### src/rtl/bin_to_bcd_seq.sv
// Sequential binary-to-BCD converter (double dabble, one bit per cycle).
// A 20-bit input becomes six packed BCD digits; inputs above 999999 saturate.

module bin_to_bcd_add3 (
  input  logic [3:0] d,
  output logic [3:0] q
);
  assign q = (d >= 4'd5) ? d + 4'd3 : d;
endmodule

module bin_to_bcd_seq #(
  parameter int BIN_WIDTH = 20,
  parameter int NDIG      = 6
) (
  input  logic                 clk,
  input  logic                 reset_n,
  input  logic                 start,
  input  logic [BIN_WIDTH-1:0] bin_in,
  output logic                 busy,
  output logic                 done,
  output logic [31:0]          bcd_out,
  output logic                 overflow
);
  localparam int SW = 4 * NDIG;
  localparam logic [BIN_WIDTH-1:0] MAX_VAL = BIN_WIDTH'(999999);
  localparam logic [4:0]           LAST    = 5'(BIN_WIDTH);
  localparam logic [31:0]          SAT     = 32'h0099_9999;

  typedef enum logic [1:0] {IDLE, SHIFT, DONE} state_t;

  state_t               state, state_nxt;
  logic [BIN_WIDTH-1:0] sr;
  logic [SW-1:0]        scratch, adj;
  logic [4:0]           cnt;
  logic                 ovf_lat;

  // Per-digit add-3 correction; digits are independent, no carry between them.
  for (genvar g = 0; g < NDIG; g++) begin : g_dig
    bin_to_bcd_add3 u_add3 (.d(scratch[4*g +: 4]), .q(adj[4*g +: 4]));
  end

  always_comb begin
    state_nxt = state;
    case (state)
      IDLE:    if (start) state_nxt = SHIFT;
      SHIFT:   if (cnt == LAST) state_nxt = DONE;
      DONE:    state_nxt = IDLE;
      default: state_nxt = IDLE;
    endcase
  end

  assign busy = (state != IDLE);
  assign done = (state == DONE);

  // SHIFT spends one extra cycle after the last step so the result lands on DONE entry.
  always_ff @(posedge clk or negedge reset_n) begin
    if (!reset_n) begin
      state    <= IDLE;
      sr       <= '0;
      scratch  <= '0;
      cnt      <= '0;
      ovf_lat  <= 1'b0;
      bcd_out  <= '0;
      overflow <= 1'b0;
    end else begin
      state <= state_nxt;
      case (state)
        IDLE: if (start) begin
          sr      <= bin_in;
          scratch <= '0;
          cnt     <= '0;
          ovf_lat <= (bin_in > MAX_VAL);
        end
        SHIFT: if (cnt != LAST) begin
          {scratch, sr} <= {adj[SW-2:0], sr, 1'b0};
          cnt           <= cnt + 5'd1;
        end else begin
          bcd_out  <= ovf_lat ? SAT : 32'(scratch);
          overflow <= ovf_lat;
        end
        default: ;
      endcase
    end
  end
endmodule
### config.mk
export PLATFORM = sky130hd
export DESIGN_NAME = bin_to_bcd_seq
export DESIGN_NICKNAME = d
export VERILOG_FILES = /design/src/rtl/bin_to_bcd_seq.sv
export SDC_FILE = /design/constraint.sdc
export NUM_CORES = 1
export LEC_CHECK = 0
export CAP_MARGIN = 10
export CORE_ASPECT_RATIO = 0.7
export CORE_MARGIN = 8
export CORE_UTILIZATION = 48
export CTS_BUF_LIST = sky130_fd_sc_hd__clkbuf_8
export DETAILED_ROUTE_END_ITERATION = 8
export PLACE_DENSITY = 0.74
export RECOVER_POWER = 100
export SETUP_SLACK_MARGIN = 0.05
export SLEW_MARGIN = 10
export SYNTH_ARGS = -nofsm -noshare
export SYNTH_HDL_FRONTEND = slang
export SYNTH_SLANG_ARGS = --single-unit
### constraint.sdc
create_clock -name clk -period 3.49 [get_ports clk]
set_clock_uncertainty 0.2 [all_clocks]
set_input_delay 0.5235 -clock clk [delete_from_list [all_inputs] [get_ports clk]]
set_output_delay 0.5235 -clock clk [all_outputs]
set_load 0.02 [all_outputs]
* Word level (Yosys, flattened, before mapping)
Cells that the tools add are included.
Storage, ports and cells: register bits 85, word-level logic and storage cells 55, output and inout port bits 35, input bits 23
Operators by class: bitwise operators 1, order comparisons 7, reduce and logical (&&, ||, !) cells 7, equal/unequal tests 7, $add $sub $neg 7, multiplexer cells 19
Operators by type and width (number):
- $mux 24 | 3
- $pmux 24 s2 | 1
- $mux 20 | 2
- $pmux 20 s2 | 1
- $ge 4x3->1 const B | 6
- $add 4x2->4 const B | 5
- $gt 20x20->1 const B | 1
- $mux 4 | 5
- $mux 5 | 2
- $pmux 5 s2 | 1
- $ne 2x2->1 const B | 3
- $reduce_and 2->1 | 3
- $add 5x1->5 const B | 1
- $eq 5x5->1 const B | 1
- $ne 5x5->1 const B | 1
- $mux 2 | 2
- $pmux 2 s2 | 1
- $reduce_bool 2->1 | 2
- $add 3x2->3 const B | 1
- $mux 3 | 1
- $reduce_and 3->1 | 1
- $eq 2x1->1 const B | 1
- $eq 2x2->1 const B | 1
- $logic_not 2->1 | 1
- $not 1->1 | 1

* Longest topological paths before layout
depth after elaboration 4, depth in mapped cells 8, mapped depth without buffers 7

* Cells and area by module
A second synthesis with hierarchy kept.
Unflattened totals: cell total of the unflattened synthesis 430, area total of the unflattened synthesis 4261.6 sq um
Modules (own cells, without submodules):
- bin_to_bcd_seq | sequential area each 1926.8 sq um, area an instance 3653.5 sq um, times used 1, cells an instance 334
- bin_to_bcd_add3 | sequential area each 0.0 sq um, area an instance 101.3 sq um, times used 6, cells an instance 16

* Worst setup path after synthesis
Ideal clock, no wire load.
kind register to register, start point reg cnt[0], end point reg sr[11], slack 1755 ps, library setup time 126 ps, data arrival time 1409 ps, cell stages (with the launch flop) 9, path buffers 1, period minus slack after synthesis 1735 ps, data required time 3164 ps, cells stage by stage dfrtp_1 inv_1 ha_1 nand4b_2 a21oi_4 inv_8 buf_6 nor2_1 a31oi_1
Between the ends: longest elaborated chain between the ends 3
Ends and longest elaborated chain:
- start, declared | RTL line 34 | logic [4:0] cnt;
- start signal, assigned | RTL line 76 | cnt <= cnt + 5'd1;
- $ne 5x5->1 | RTL line 74 | SHIFT: if (cnt != LAST) begin
- $ne 2x2->1 (no source line)
- $reduce_and 3->1 (no source line)
- end signal, assigned | RTL line 69 | sr <= bin_in;
- end signal, assigned | RTL line 75 | {scratch, sr} <= {adj[SW-2:0], sr, 1'b0};
- end, declared | RTL line 32 | logic [BIN_WIDTH-1:0] sr;
No other way between the ends. A chain may end at the register's enable or synchronous reset.

* Worst setup path after layout
start point reg state[1], end point reg cnt[3]
Between the ends: longest elaborated chain between the ends 3, elaborated cells between the ends (all ways) 7, classes of those cells 3 x eq/ne; 1 x mux; 3 x reduce/logical
Ends and longest elaborated chain:
- start, declared | RTL line 31 | state_t state, state_nxt;
- start signal, assigned | RTL line 66 | state <= state_nxt;
- $eq 2x1->1 or $logic_not 2->1 (tied branches) | RTL line 67 | case (state)
- $ne 2x2->1 (no source line) or $reduce_bool 2->1 (tied branches)
- $reduce_and 3->1 (no source line)
Parallel ways exist; a longest one is shown, timed or not.

==> results_dict.tcl <==
set metrics [dict create \
    status "complete, but fails checks" \
    violations "max-capacitance violations, max-slew violations" \
    p_sw_mw 1.66 \
    io_buffers 49 \
    syn_area_um2 3860 \
    clock_power_share_pct 18.0 \
    rows 27 \
    num_vias 2903 \
    avgSynthCellArea_um2 9.69 \
    seqPwrFrac_pct 38.7 \
    htreeDepth 3 \
    regArea_um2 1930 \
    grt_usage_pct 14.6 \
    hpwlAfterDp_um 5400 \
    cts_hold_buf 0 \
    async_flop_share_pct 100 \
    ys.flop_type "dfrtp_1" \
    holdWs_ns 0.273 \
    power.internal_mw 2.48 \
    post_cts_buffers 0 \
    nets 473 \
    cp-start-kind "flop" \
    netlist_top_cells_area "dfrtp_1, nand2_1, o21ai_0" \
    cts_tree "yes" \
    drv_slew 78 \
    crit_fanout 17 \
    initial_utilization_pct 49.2 \
    clock.fmax_ghz 0.366 \
    root_buffer "clkbuf_8" \
    synth_mux_area_share_pct 2.66 \
    clk_pin_slew_worst_paths_ns 0.08 \
    die-height_um 91.0 \
    worstHoldPathType "flop to flop" \
    synth_cell_type_count 43 \
    avgViaCountPerCell 5.36 \
    first_pass_iters 4 \
    clock_latency_ns 0.35 \
    ir_worst_vdd_v 0.000287 \
    fin_cells 542 \
    die_w_um 123 \
    postCtsResizedCells 0 \
    cts_max_path_buffers 2 \
    multi_input_area_um2 1670 \
    area_delta_synth_final_pct 16.9 \
    wl_per_cell_um 14.7 \
    synth_edf_count 0 \
    fin_crit_ns 2.73 \
    dieArea_um2 11200 \
    diodes 0 \
    coreArea_um2 7840 \
    finalPower_mw 4.13 \
    setup_viol 0 \
    yosysMostFrequentCell "dfrtp_1" \
    netlist_instances 398 \
    grt_pass1_vias 2693 \
    yosys.area_share.simple_pct 18.3 \
    yosys.area_share.xor_xnor_pct 1.82 \
    antenna_left 0 \
    p_leak_nw 2.06 \
    yosys-top-cells-count "dfrtp_1, nand2_1, o21ai_0" \
    grt_setup_unrepaired "false" \
    ios 58 \
    cp.arrival_ns 2.77 \
    ys_ff_latch 77 \
    ys_seq_area_share_pct 50.0 \
    switching_share_pct 40.1 \
    slew_headroom_pct -24.7 \
    synth_top_area_share_pct 50.0 \
    synth_top_family_by_area "simple AND/OR/NAND/NOR gates" \
    synth-adder-area-share_pct 4.54 \
    criticalPathCategory "flop to flop" \
    p_per_area_nw_per_um2 917 \
    critical_path_required_ns 3.53 \
    yosys_warnings 0 \
    place_congestion 0.777 \
    synth_top_area_cell "dfrtp_1" \
    drtIter0Drc 187 \
    grt_overflow_total 0 \
    tns_ns 0 \
    antenna_found_initial 0 \
    final_layout_size_suffix_gt1_share_pct 7.94 \
    grt_start_max_net_pins 78 \
    clock-sinks 77 \
    numCtsBuffers 9 \
    final_area_um2 4510 \
    postPlaceCellArea_um2 4310 \
    fill_cells 698 \
    r2r_setup_slack_ns 0.76 \
    synth_compound_area_share_pct 15.9 \
    max-cap-violations 1 \
    placed_cells 526 \
    pwr-share-comb_pct 43.3 \
    routed_wl_um 7970 \
    hold_viol_final 0 \
    end_kind "flop" \
    finalCritPeriodShare_pct 78.2 \
    tightest_slew_ns 1.87 \
    grt_pass1_wl_um 13400 \
    drc 0 \
]
[metal layers]
metal  track usage, %  up-vias  part of all wire [%]
met4             4.70        0                   1.1
met5                0        -                     0
met1             19.1     1402                    47
met3             4.27        9                   5.3
li1                 -     1433                     -
met2             22.9       59                    47
[per-stage QoR]
stage / worst slack (ns) / utilization, %
CTS: 1.11 / 57.9
global placement: 1.06 / 55.0
floorplan: 1.76 / -
global route: 0.558 / 57.5
finish: 0.760 / 57.5
detailed placement: 1.04 / 55.0
[cells in the final DEF, fill, tap and decap left out, types with 8 or more instances in the layout]
cell,n
a21oi_1,11
dlygate4sd3_1,28
nand3_1,16
nand2_1,72
dfrtp_1,77
conb_1,8
clkbuf_8,10
a31oi_1,15
o21ai_0,41
o31ai_1,9
ha_1,14
nand2b_1,13
clkdlybuf4s50_1,20
inv_1,16
nor2_1,30
[critical path, stage by stage (launching register included)]
cell	delay (ns)
dfrtp_1	0.45
nand2b_1	0.45
nor2_1	1.09
nand4_1	0.26
mux2i_1	0.17
[power by group through the flow]
stage	clock, mW	sequential, mW	combinational [mW]
finish	0.745	1.60	1.79
global route	0.801	1.66	2.00
CTS	0.767	1.61	1.86
detailed placement	0	1.62	1.86
global placement	0	1.60	1.78
floorplan	0	1.64	1.34
[logic make-up after synthesis]
kind of cell	after synthesis
AND/OR/NAND/NOR	149
AO/OA/AOI/OAI	94
flip-flops	77
buffers and inverters	46
adder cells (fa/ha/maj)	14
multiplexers	9
XOR/XNOR	8
other	1
[sequential cells by signal (all words and copies together) (netlist names)]
signal / cells
bcd_out: 24
cnt: 5
overflow: 1
ovf_lat: 1
scratch: 24
sr: 20
state: 2
[worst paths after layout]
kind,to,cells past startpoint,from
max in group asynchronous,sr[14]$_DFFE_PN0P_,1,reset_n
worst max-delay path,cnt[3]$_DFFE_PN0P_,4,state[1]$_DFFE_PN0P_
worst min register to register,bcd_out[17]$_DFFE_PN0P_,2,bcd_out[17]$_DFFE_PN0P_
worst max register to register,cnt[3]$_DFFE_PN0P_,4,state[1]$_DFFE_PN0P_
worst min-delay path,bcd_out[17]$_DFFE_PN0P_,2,bcd_out[17]$_DFFE_PN0P_
min in group asynchronous,bcd_out[12]$_DFFE_PN0P_,1,reset_n
[cell type report]
cell class	count	area share [%]
Inverter	16	1.50
Sequential cell	77	42.7
Timing Repair Buffer	50	10.9
Multi-Input combinational cell	282	37.0
Tap cell	101	2.80
Clock buffer	10	3.05
Clock inverter	6	1.94
Power figures use the tool's default switching activity.
